`config.mk`:
```
export PLATFORM = sky130hd
export DESIGN_NAME = johnson_seq_ctrl
export DESIGN_NICKNAME = d
export VERILOG_FILES = /design/src/rtl/johnson_seq_ctrl.sv
export SDC_FILE = /design/constraint.sdc
export NUM_CORES = 1
export LEC_CHECK = 0
export ABC_AREA = 1
export CELL_PAD_IN_SITES_DETAIL_PLACEMENT = 1
export CELL_PAD_IN_SITES_GLOBAL_PLACEMENT = 2
export CORE_MARGIN = 3
export CORE_UTILIZATION = 26
export DETAILED_ROUTE_END_ITERATION = 10
export GPL_TIMING_DRIVEN = 1
export PLACE_DENSITY = 0.88
export SLEW_MARGIN = 10
export SYNTH_ARGS = -nofsm -noshare
export SYNTH_HDL_FRONTEND = slang
export SYNTH_SLANG_ARGS = --single-unit
```
`constraint.sdc`:
```
create_clock -name clk -period 4.4 [get_ports clk]
set_input_delay 0.66 -clock clk [delete_from_list [all_inputs] [get_ports clk]]
set_output_delay 0.66 -clock clk [all_outputs]
set_load 0.02 [all_outputs]
```
`src/rtl/johnson_seq_ctrl.sv`:
```
// Command-driven Johnson ring sequencer: steps a (SIZE+1)-bit ring a programmed number of phases.
// Optional macro JOHNSON_SEQ_DIR_EN adds a cmd_dir input selecting forward/reverse stepping.
module johnson_seq_ctrl #(
  parameter int unsigned SIZE  = 7,
  parameter int unsigned IDX_W = 4,
  parameter int unsigned CNT_W = 8
) (
  input  logic             clk,
  input  logic             r,
  input  logic             cmd_valid,
  output logic             cmd_ready,
  input  logic [1:0]       cmd_op,
  input  logic [CNT_W-1:0] cmd_count,
`ifdef JOHNSON_SEQ_DIR_EN
  input  logic             cmd_dir,
`endif
  output logic [0:SIZE]    phase_out,
  output logic [IDX_W-1:0] phase_idx,
  output logic [CNT_W-1:0] rem,
  output logic             busy,
  output logic             done,
  output logic             wrap,
  output logic             cmd_err
);

  localparam int unsigned NPH = 2 * (SIZE + 1);
  localparam logic [IDX_W-1:0] LastIdx = IDX_W'(NPH - 1);

  localparam logic [1:0] StIdle = 2'd0;
  localparam logic [1:0] StRun  = 2'd1;
  localparam logic [1:0] StHold = 2'd2;

  localparam logic [1:0] OpStart  = 2'b00;
  localparam logic [1:0] OpPause  = 2'b01;
  localparam logic [1:0] OpResume = 2'b10;
  localparam logic [1:0] OpClear  = 2'b11;

  logic [1:0]       state_q, state_d;
  logic [0:SIZE]    phase_q, phase_d;
  logic [CNT_W-1:0] rem_q, rem_d;
  logic             done_q, done_d;
  logic             wrap_q, wrap_d;
  logic             err_q, err_d;
  logic             acc;
  logic [0:SIZE]    fwd_phase, nxt_phase;
  logic             at_wrap;
  logic [IDX_W-1:0] pop;

  assign cmd_ready = ~r;
  assign acc       = cmd_valid & cmd_ready;
  assign fwd_phase = {~phase_q[SIZE], phase_q[0:SIZE-1]};

`ifdef JOHNSON_SEQ_DIR_EN
  logic          dir_q;
  logic [0:SIZE] rev_phase;

  assign rev_phase = {phase_q[1:SIZE], ~phase_q[0]};
  assign nxt_phase = dir_q ? rev_phase : fwd_phase;
  assign at_wrap   = dir_q ? (phase_idx == '0) : (phase_idx == LastIdx);

  // Direction is latched only by a START that actually launches a sequence.
  always_ff @(posedge clk) begin
    if (r) begin
      dir_q <= 1'b0;
    end else if (acc && cmd_op == OpClear) begin
      dir_q <= 1'b0;
    end else if (acc && cmd_op == OpStart && state_q == StIdle && cmd_count != '0) begin
      dir_q <= cmd_dir;
    end
  end
`else
  assign nxt_phase = fwd_phase;
  assign at_wrap   = (phase_idx == LastIdx);
`endif

  always_comb begin
    pop = '0;
    for (int i = 0; i <= int'(SIZE); i++) begin
      pop = pop + IDX_W'(phase_q[i]);
    end
    if (phase_q[0]) begin
      phase_idx = pop;
    end else if (phase_q == '0) begin
      phase_idx = '0;
    end else begin
      phase_idx = IDX_W'(NPH) - pop;
    end
  end

  always_comb begin
    state_d = state_q;
    phase_d = phase_q;
    rem_d   = rem_q;
    done_d  = 1'b0;
    wrap_d  = 1'b0;
    err_d   = 1'b0;
    // Any accepted command, legal or not, suppresses the step on that edge.
    if (acc) begin
      unique case (cmd_op)
        OpStart: begin
          if (state_q != StIdle) begin
            err_d = 1'b1;
          end else if (cmd_count == '0) begin
            done_d = 1'b1;
          end else begin
            rem_d   = cmd_count;
            state_d = StRun;
          end
        end
        OpPause: begin
          if (state_q == StRun) state_d = StHold;
          else err_d = 1'b1;
        end
        OpResume: begin
          if (state_q == StHold) state_d = StRun;
          else err_d = 1'b1;
        end
        OpClear: begin
          state_d = StIdle;
          phase_d = '0;
          rem_d   = '0;
        end
      endcase
    end else if (state_q == StRun) begin
      phase_d = nxt_phase;
      wrap_d  = at_wrap;
      rem_d   = rem_q - CNT_W'(1);
      if (rem_q == CNT_W'(1)) begin
        state_d = StIdle;
        done_d  = 1'b1;
      end
    end
  end

  always_ff @(posedge clk) begin
    if (r) begin
      state_q <= StIdle;
      phase_q <= '0;
      rem_q   <= '0;
      done_q  <= 1'b0;
      wrap_q  <= 1'b0;
      err_q   <= 1'b0;
    end else begin
      state_q <= state_d;
      phase_q <= phase_d;
      rem_q   <= rem_d;
      done_q  <= done_d;
      wrap_q  <= wrap_d;
      err_q   <= err_d;
    end
  end

  assign phase_out = phase_q;
  assign rem       = rem_q;
  assign busy      = (state_q != StIdle);
  assign done      = done_q;
  assign wrap      = wrap_q;
  assign cmd_err   = err_q;

endmodule

```
# Yosys cells after proc, flatten, opt, wreduce, memory -nomap -nowiden
# Index checks and enable logic that the tools add are counted.
# word_totals
in_bits,13
wordCells,72
regBits,21
out_inout_bits,25
# classes
eq_ne,13
addsub,9
muxes,28
reduce_logical,11
bitwise,5
# ops
op,count
2-to-1 mux 8 bit,7
adder 4 x 1 -> 4 bit,4
logical NOT 8 bit,2
one-hot mux 8 bit (2 select lines),1
2-to-1 mux 2 bit,7
2-to-1 mux 1 bit,9
!= test 3 bit (second input constant),3
equality test 8 x 1 -> 1 bit (second input constant),1
2-to-1 mux 4 bit,2
one-hot mux 2 bit (4 select lines),1
subtractor 8 x 1 -> 8 bit (second input constant),1
equality test 2 bit (second input constant),3
AND reduction 6 bit,1
nonzero test 2 bit,3
adder 3 x 1 -> 4 bit,1
equality test 2 x 1 -> 1 bit (second input constant),2
equality test 4 bit (second input constant),1
NOT 1 bit,4
AND reduction 4 bit,1
subtractor 1 x 4 -> 4 bit (first input constant),1
adder 2 x 1 -> 3 bit,1
!= test 3 x 1 -> 1 bit (second input constant),1
one-hot mux 1 bit (3 select lines),1
OR reduction 3 bit,1
other kinds (7),7

# Depth between registers and ports, before layout
# Gate-level depths: netlist (run 1).
# logic_depth
depth_word,11
mapped_depth,14
mapped_depth_nobuf,14

# Worst setup path after synthesis (run 1)
# OpenSTA, ideal clock, no wires.
# synth_path
kind,register -> output
start,reg phase_q (netlist bit phase_out[7])
end,out phase_idx[2]
t_arrival_ps,3440
path_stages_with_launch,13
setup_slack_ps,300
path_buffers,0
cell_sequence,dfxtp_1 -> inv_1 -> fa_1 -> fa_1 -> fa_1 -> inv_1 -> ha_1 -> inv_1 -> fa_1 -> ha_1 -> nor2_1 -> nand2_1 -> a21oi_1
# synth_via
elab_chain_len,4
# synth_rtl
item,line,text
start: declaration,39,"logic [0:SIZE] phase_q, phase_d;"
start signal: assignment,145,phase_q <= phase_d;
adder 4 x 1 -> 4 bit,79,pop = pop + IDX_W'(phase_q[i]);
subtractor 1 x 4 -> 4 bit,86,phase_idx = IDX_W'(NPH) - pop;
2-to-1 mux 4 bit,83,end else if (phase_q == '0) begin
2-to-1 mux 4 bit *,81,if (phase_q[0]) begin
end: declaration,18,"output logic [IDX_W-1:0] phase_idx,"
# Every way passes the cells marked *; elsewhere a longest branch is shown, timed or not.

# Final worst setup path (run 1)
# layout_path
start,reg phase_q (netlist bit phase_out[7])
end,out phase_idx[3]
# The elaborated chain is that of the path after synthesis.

==> results of run 1 <==
## final cells by class
type                       instances  area (sq um)
clock inverter                     1          5.00
fill                             734          3600
sequential                        21           422
clock buffer                       3          41.3
inverter                          39           154
multi-input combinational        172           963
tap                               72          90.1
timing repair buffer              42           399
## cells in the mapped netlist, drive strengths merged
cell type  number  area share (%)
or2             1            0.40
o32ai           8             4.5
nand4           3             1.6
ha              7             5.6
nand3          15             5.9
fa              4             5.1
o21ai           8             2.6
inv            39             9.8
xnor2           1            0.56
nor3            1            0.32
nand2          61              16
a21oi           4             2.0
o31ai           1            0.48
o22ai           2            0.80
buf             5             2.8
xor2            1            0.56
dfxtp          21              27
nor2           55              14
## critical path, stage by stage, from the launching register on
cell and delay (ns):
dfxtp_2 0.33, inv_1 0.07, fa_1 0.56, fa_1 0.43
fa_1 0.43, inv_1 0.07, ha_2 0.17, inv_1 0.05
fa_1 0.53, nand2_1 0.07, o21ai_1 0.15, xor2_1 0.23
nor2_1 0.08, clkbuf_2 0.16
## report_power, final
| group | total (W) | switching, W | internal, W |
|---|---|---|---|
| Clock | 0.000130 | 0.0000667 | 0.0000631 |
| Combinational | 0.000161 | 0.0000969 | 0.0000644 |
| Sequential | 0.000210 | 0.00000998 | 0.000200 |
| Total | 0.000501 | 0.000173 | 0.000327 |
## cells by family after synthesis
logic type	share of synthesized area, %
XOR/XNOR	1.12
flip-flops	26.9
adder cells (fa/ha/maj)	10.7
buffers and inverters	12.6
AND/OR/NAND/NOR	38.4
AO/OA/AOI/OAI	10.3
## repair_timing
item / 4_1_cts / 5_1_grt
buffers inserted: 3 / 1
gates cloned: 0 / 0
endpoints found under the setup margin: 3 / 3
pin swaps: 1 / 1
resized for setup: 9 / 9
## stage by stage
step / setup TNS [ns] / cell area (sq um) / power (W)
detailed placement: -0.0708 / 1990 / 0.000374
finish: 0 / 2070 / 0.000501
global route: -0.0827 / 2070 / 0.000538
CTS: 0 / 2060 / 0.000508
global placement: 0 / 1990 / 0.000372
floorplan: 0 / 1570 / 0.000320
## path summary, 6_finish.rpt
check	from	to	slack, ns	cells past startpoint
setup / recovery	phase_out[7]	phase_idx[3]	0.16	13
hold / removal	phase_out[7]	phase_out[0]	0.56	2
setup reg to reg	phase_out[7]	wrap	0.76	16
hold reg to reg	phase_out[7]	phase_out[0]	0.56	2
## metal layers
layer  track usage (%)  vias up  routed length, um  share of wire [%]
met5                 0        -                  0                  0
met4              2.19        0                 29               0.67
met1              17.0      733               2120                 49
met2              21.1       31               1990                 46
li1                  -      823                  -                  -
met3              2.47        2                160                3.7
## flip-flops by register name, indices dropped and copies added, names as in the netlist
signal / count
rem: 8
done: 1
phase_out: 8
cmd_err: 1
wrap: 1
state_q: 2
==> results by group, run 1 <==
Power and ir drop
  – Worst IR Drop VDD: 0.152 mV
  – Leakage: 0.945 nW
  – PwrDens: 241 nW/um^2

CTS
  – CTS tree: yes
  – Clk sink count: 21
  – # H-tree levels: 1
  – Clk pin slew, worst setup/hold paths: 0.08 ns
  – Clock buffer depth: 2
  – Worst skew pair latency: 0.26 ns
  – # hold bufs at CTS: 0
  – Total CTS buffers: 3
  – Clk root buf: clkbuf_8

Timing
  – Final worst slack: 0.158 ns
  – Fin crit share: 96.4%
  – Max Clock Skew: 0.00477 ns
  – Relative slew slack: 59.8%
  – Worst hold slack: 0.558 ns
  – Max Clk Rate: 236 MHz
  – Tightest Pin Transition: 0.601 ns
  – Final worst path period need: 4.24 ns
  – Setup-failing EPs final: 0
  – Slew Limit Fails: 0
  – Final Hold Vio Count: 0

Route
  – Vias: 1589
  – Routed wire length: 4300 um
  – DRC: 0
  – WL per Instance: 12.3 um
  – First drt pass iteration count: 4
  – First DRT Iteration DRCs: 69
  – Routed vias/inst: 4.54
  – Detail Route Antenna Nets: 0

Floorplanning
  – Placeable Area: 5680 sq um
  – Initial core utilization: 27.6%
  – I/O pin cnt: 38
  – Die height: 83.6 um
  – Horiz. Die Dim: 83.6 um
  – Die footprint: 6990 sq um
  – Standard-cell rows: 27

Hold path
  – Hold Crit Class: register to register

Setup path
  – Kind of critical path: register to output port
  – CP Max Fanout: 3
  – CP arrival: 3.58 ns
  – Crit. End Element: output port
  – Startpoint types: register
  – Worst EP required: 3.74 ns

Placed design
  – Final Wtd Congestion: 0.760
  – Placed insts: 342
  – # port buffers: 37
  – Detailed-placement wirelength estimate: 3430 um
  – DP Worst Slack: -0.0616 ns

Synth
  – Post-Syn Area per Cell: 6.60 sq um
  – Yosys warning total: 0
  – Sequential-to-total area share from yosys stat: 26.9%
  – Synth unique cells: 29
  – Synth Cell Area: 1570 sq um
  – Cells after Synth: 237
  – Yosys reg bits: 21
  – Syn Nets: 261

Cells and area
  – Final #Nets: 303
  – Antenna diodes: 0
  – Area Growth Syn to Fin: 32.5%
  – Commonest non-fill, non-tap cell in the layout: nand2_1
  – Most frequent cells in the layout: 57 x nand2_1, 52 x nor2_1, 36 x inv_1
  – Share of layout cells above drive strength 1: 11.5%
  – Cell Count, Final, Fillers Out: 350
  – Util after Layout: 36.6%

Job
  – Max cap viols: 0

GRT
  – Largest net degree at the start of global routing: 16
  – Grt ovf: 0
  – Global-route wire length before repair: 7360 um
  – Vias in the first global route: 1580
  – Gr usage total: 12.6%
  – Initial antenna violation count: 0

Run status
  – Outcome: complete, no violations
No activity file was read; power rests on OpenSTA's default activity.
==> run 2, diff against run 1 <==
--- a/config.mk
+++ b/config.mk
@@ -6,10 +6,12 @@
 export NUM_CORES = 1
 export LEC_CHECK = 0
 export ABC_AREA = 1
+export CAP_MARGIN = 20
 export CELL_PAD_IN_SITES_DETAIL_PLACEMENT = 1
 export CELL_PAD_IN_SITES_GLOBAL_PLACEMENT = 2
 export CORE_MARGIN = 3
 export CORE_UTILIZATION = 26
+export CTS_CLUSTER_SIZE = 10
 export DETAILED_ROUTE_END_ITERATION = 10
 export GPL_TIMING_DRIVEN = 1
 export PLACE_DENSITY = 0.88
==> constraint.sdc (replaced) <==
create_clock -name clk -period 4.4 [get_ports clk]
set_input_delay 0.88 -clock clk [delete_from_list [all_inputs] [get_ports clk]]
set_output_delay 0.88 -clock clk [all_outputs]
set_load 0.02 [all_outputs]
==> results by group, run 2 (synthesis gave the netlist of run 1 again) <==
Run status
  – Outcome: complete, but fails checks
  – Violated checks: negative setup slack

Floorplanning
  – Horiz. Die Dim: 83.6 um
  – Die height: 83.6 um
  – Standard-cell rows: 27
  – Initial core utilization: 27.6%
  – I/O pin cnt: 38
  – Placeable Area: 5680 sq um
  – Die footprint: 6990 sq um

Cells and area
  – Antenna diodes: 0
  – Most frequent cells in the layout: 55 x nand2_1, 51 x nor2_1, 34 x clkdlybuf4s50_1
  – Final #Nets: 314
  – Share of layout cells above drive strength 1: 19.0%
  – Design area: 2210 sq um
  – Commonest non-fill, non-tap cell in the layout: nand2_1
  – # fillers: 716
  – Cell Count, Final, Fillers Out: 361
  – Area Growth Syn to Fin: 41.1%

Route
  – DRC: 0
  – Detail Route Antenna Nets: 0
  – WL per Instance: 14.1 um
  – First drt pass iteration count: 4
  – Routed wire length: 5080 um
  – Vias: 1671
  – Routed vias/inst: 4.63
  – First DRT Iteration DRCs: 43

Setup path
  – R2R depth: 19
  – Worst EP required: 3.52 ns
  – Kind of critical path: register to output port
  – RR Endpoint: wrap
  – CP arrival: 3.60 ns
  – Crit. End Element: output port
  – CP startpoint: phase_out[7]
  – CP Max Fanout: 3
  – Reg-to-Reg Start: phase_out[7]
  – R2r setup slk: 0.32 ns
  – Startpoint types: register

Hold path
  – Worst Hold Path EP: phase_out[6]
  – Hold Crit Start: phase_out[5]
  – Hold Path Stages: 2
  – Hold Crit Class: register to register

GRT
  – Grt ovf: 0
  – Gr usage total: 14.2%
  – Vias in the first global route: 1799
  – Initial antenna violation count: 0
  – Global-route wire length before repair: 8340 um
  – Largest net degree at the start of global routing: 16

CTS
  – CTS tree: yes
  – Clock buffer depth: 2
  – # H-tree levels: 1
  – Clk sink count: 21
  – Clk pin slew, worst setup/hold paths: 0.08 ns
  – Clk root buf: clkbuf_8
  – Worst skew pair latency: 0.26 ns
  – Total CTS buffers: 3

Timing
  – Relative slew slack: 63.0%
  – Final worst slack: -0.0808 ns
  – Slew Limit Fails: 0
  – Fin crit share: 102%
  – Tightest Pin Transition: 0.552 ns
  – Max Clk Rate: 223 MHz
  – Setup-failing EPs final: 2
  – Max Clock Skew: 0.00699 ns
  – Final Hold Vio Count: 0
  – Unrepaired setup endpoints after global routing: true
  – Final worst path period need: 4.48 ns

Power and ir drop
  – PwrDens: 232 nW/um^2
  – Leakage: 1.01 nW
  – Worst IR Drop VDD: 0.116 mV
  – Total power: 0.000512 W

Placed design
  – Placed insts: 348
  – Final Wtd Congestion: 0.813
  – # port buffers: 37
  – DP Area: 2030 sq um
  – Detailed-placement wirelength estimate: 3640 um

Job
  – Max cap viols: 0
-- run 2: changes by cell type in the layout (fill, tap and decap cells not counted), sizes merged --
cell / previous run / this run
buf: 6 / 19
clkbuf: 5 / 4
clkinv: 1 / 0
-- run 2: worst max-delay path by stage --
stage	slack, ns	endpoint
after floorplan	0.08	phase_idx[2]
after global placement	-0.15	phase_idx[2]
after detailed placement	-0.36	phase_idx[2]
after CTS	-0.08	phase_idx[3]
after global routing	-0.22	phase_idx[3]
final	-0.08	phase_idx[3]
-- run 2: area by class of cell --
| cell class | instances | area [sq um] | area share [%] |
|---|---|---|---|
| Multi-Input combinational cell | 172 | 1010 | 45.7 |
| Timing Repair Buffer | 53 | 487 | 22.0 |
| Sequential cell | 21 | 424 | 19.2 |
| Inverter | 39 | 154 | 6.97 |
| Tap cell | 72 | 90.1 | 4.08 |
| Clock buffer | 4 | 45.0 | 2.04 |
-- run 2: repair_timing --
action,4_1_cts,5_1_grt
endpoints found under the setup margin,3,3
hold endpoints to repair,0,0
resized for setup,28,10
pin swaps,9,8
setup buffers,5,4
hold buffers,0,0
-- run 2: power breakdown --
group / total (W) / switching, W / internal, W
clock network: 0.000133 / 0.0000687 / 0.0000646
logic: 0.000168 / 0.000101 / 0.0000673
registers: 0.000211 / 0.0000107 / 0.000200
-- run 2: metrics by stage --
step,setup TNS (ns),hold WS [ns],setup slack [ns],util [%]
2_1_floorplan,0,0.530,0.0799,-
3_3_place_gp,-0.339,0.544,-0.151,35.8
3_5_place_dp,-0.805,0.567,-0.355,35.8
4_1_cts,-0.170,0.558,-0.0761,37.7
5_1_grt,-0.457,0.620,-0.215,38.9
6_report,-0.107,0.574,-0.0808,38.9
-- run 2: worst max-delay path: stages (launching register included) --
cell     delay [ns]
dfxtp_2        0.34
inv_2          0.05
fa_1           0.56
fa_1           0.44
fa_1           0.43
inv_1          0.07
ha_2           0.18
inv_2          0.04
fa_2           0.58
nand2_1        0.08
o21ai_2        0.16
xor2_2         0.18
nor2_1         0.07
buf_4          0.16
-- run 2: metal layers --
layer	wire length (um)	vias up	GRT usage, %
li1	-	845	-
met1	2440	788	18.4
met2	2430	31	24.5
met3	115	7	1.88
met4	90	0	3.80
met5	0	-	0
==> run 3, diff against run 2 <==
--- a/config.mk
+++ b/config.mk
@@ -10,11 +10,13 @@
 export CELL_PAD_IN_SITES_DETAIL_PLACEMENT = 1
 export CELL_PAD_IN_SITES_GLOBAL_PLACEMENT = 2
 export CORE_MARGIN = 3
-export CORE_UTILIZATION = 26
+export CORE_UTILIZATION = 33
+export CTS_BUF_LIST = sky130_fd_sc_hd__clkbuf_8 sky130_fd_sc_hd__clkbuf_16
 export CTS_CLUSTER_SIZE = 10
 export DETAILED_ROUTE_END_ITERATION = 10
+export DONT_BUFFER_PORTS = 1
 export GPL_TIMING_DRIVEN = 1
-export PLACE_DENSITY = 0.88
+export PLACE_DENSITY = 0.87
 export SLEW_MARGIN = 10
 export SYNTH_ARGS = -nofsm -noshare
 export SYNTH_HDL_FRONTEND = slang
==> results by group, run 3 (synthesis gave the netlist of run 1 again) <==
Setup path
  – Crit-path most repeated cell: fa_1
  – WP buf/inv: 4
  – Startpoint types: register
  – Kind of critical path: register to output port
  – CP max stage delay: 0.54 ns
  – Crit. End Element: output port
  – CP Max Fanout: 4
  – Crit-path cells: inv_1 -> fa_1 -> fa_1 -> fa_1 -> inv_1 -> ha_2 -> inv_2 -> fa_2 -> nand2_1 -> o21ai_1 -> xor2_1 -> nor2_1 -> buf_4
  – CP arrival: 3.50 ns
  – Worst EP required: 3.52 ns
  – Worst path top cell family by delay: adder cells
  – Critical path's slowest cell: fa_2

CTS
  – Clk pin slew, worst setup/hold paths: 0.08 ns
  – Total CTS buffers: 3
  – Clk root buf: clkbuf_8
  – Clk sink count: 21
  – Clock buffer depth: 2
  – # H-tree levels: 1
  – Worst skew pair latency: 0.27 ns
  – CTS tree: yes
  – # hold bufs at CTS: 0

Power and ir drop
  – Leakage: 0.819 nW
  – PwrDens: 273 nW/um^2
  – Total power: 0.000467 W
  – Worst IR Drop VDD: 0.108 mV

Route
  – First drt pass iteration count: 4
  – Routed vias/inst: 4.87
  – WL per Instance: 13.7 um
  – Routed wire length: 4020 um
  – DRC: 0
  – Vias: 1433
  – First DRT Iteration DRCs: 42
  – Detail Route Antenna Nets: 0

Timing
  – Relative slew slack: 66.2%
  – Max Clock Skew: 0.00846 ns
  – Final Hold Vio Count: 0
  – Slew Limit Fails: 0
  – Max Clk Rate: 228 MHz
  – Final worst slack: 0.0196 ns
  – Fin crit share: 99.6%
  – Tightest Pin Transition: 0.505 ns
  – Final worst path period need: 4.38 ns
  – Setup-failing EPs final: 0
  – Worst hold slack: 0.534 ns
  – Unrepaired setup endpoints after global routing: true

Floorplanning
  – Placeable Area: 4470 sq um
  – I/O pin cnt: 38
  – Die footprint: 5610 sq um
  – Standard-cell rows: 24
  – Die height: 74.9 um
  – Initial core utilization: 35.0%
  – Horiz. Die Dim: 74.9 um

Cells and area
  – # fillers: 601
  – Final #Nets: 267
  – Cell Count, Final, Fillers Out: 294
  – Most frequent cells in the layout: 56 x nand2_1, 51 x nor2_1, 33 x inv_1
  – Util after Layout: 38.3%
  – Area Growth Syn to Fin: 9.43%
  – Commonest non-fill, non-tap cell in the layout: nand2_1
  – Share of layout cells above drive strength 1: 15.3%
  – Antenna diodes: 0

Placed design
  – Placed insts: 289
  – Detailed-placement wirelength estimate: 3210 um
  – DP Worst Slack: 0.227 ns
  – Final Wtd Congestion: 0.823
  – # port buffers: 0

GRT
  – Gr usage total: 15.5%
  – Initial antenna violation count: 0
  – Global-route wire length before repair: 6710 um
  – Largest net degree at the start of global routing: 16
  – Vias in the first global route: 1484
  – Grt ovf: 0

Job
  – Max cap viols: 0

Hold path
  – Hold Crit Class: register to register

Run status
  – Outcome: complete, no violations
[run 3: cell count changes in the layout (fill, tap and decap cells not counted), moves of 2 or more]
cell and change:
buf_4 -13, nand2_2 -2, o21ai_2 -2, clkdlybuf4s50_1 -34
[run 3: tightest hold or removal path, stage by stage, from the launching register on]
cell	delay, ns
dfxtp_2	0.33
inv_2	0.07
o32ai_1	0.09
[run 3: power breakdown]
part | total, W | leakage (nW) | internal (W) | switching (W)
clock network | 0.000133 | 0.0255 | 0.0000633 | 0.0000700
logic | 0.000111 | 0.621 | 0.0000372 | 0.0000742
registers | 0.000222 | 0.172 | 0.000200 | 0.0000223
[run 3: area by class of cell]
cell class                      count  area (sq um)  area share (%)
Timing Repair Buffer                6          48.8            2.85
Inverter                           39           154            8.98
Tap cell                           52          65.1            3.80
Multi-Input combinational cell    172           976            57.0
Sequential cell                    21           423            24.7
Clock buffer                        3          41.3            2.41
Clock inverter                      1          5.00           0.292
[run 3: final timing paths]
check | from | end | slack [ns] | depth (start not counted)
worst max register to register | phase_out[4] | wrap | 1.03 | 14
worst min register to register | phase_out[7] | phase_out[7] | 0.53 | 2
worst max-delay path | phase_out[4] | phase_idx[3] | 0.02 | 13
worst min-delay path | phase_out[7] | phase_out[7] | 0.53 | 2
[run 3: timing repair]
action                                  CTS  global route
pin swaps                                 5             4
hold endpoints to repair                  0             0
resized for setup                         7             8
setup buffers                             1             0
endpoints found under the setup margin    2             3
[run 3: per-layer routing]
layer	up-vias	track usage, %	part of all wire, %
li1	752	-	-
met1	654	20.3	49
met2	22	25.6	45
met3	5	2.80	4.2
met4	0	5.14	1.5
met5	-	0	0
[run 3: through the flow]
stage / TNS (ns) / instance area (sq um)
2_1_floorplan: 0 / 1570
3_3_place_gp: 0 / 1620
3_5_place_dp: 0 / 1620
4_1_cts: -0.0302 / 1690
5_1_grt: -0.228 / 1710
6_report: 0 / 1710
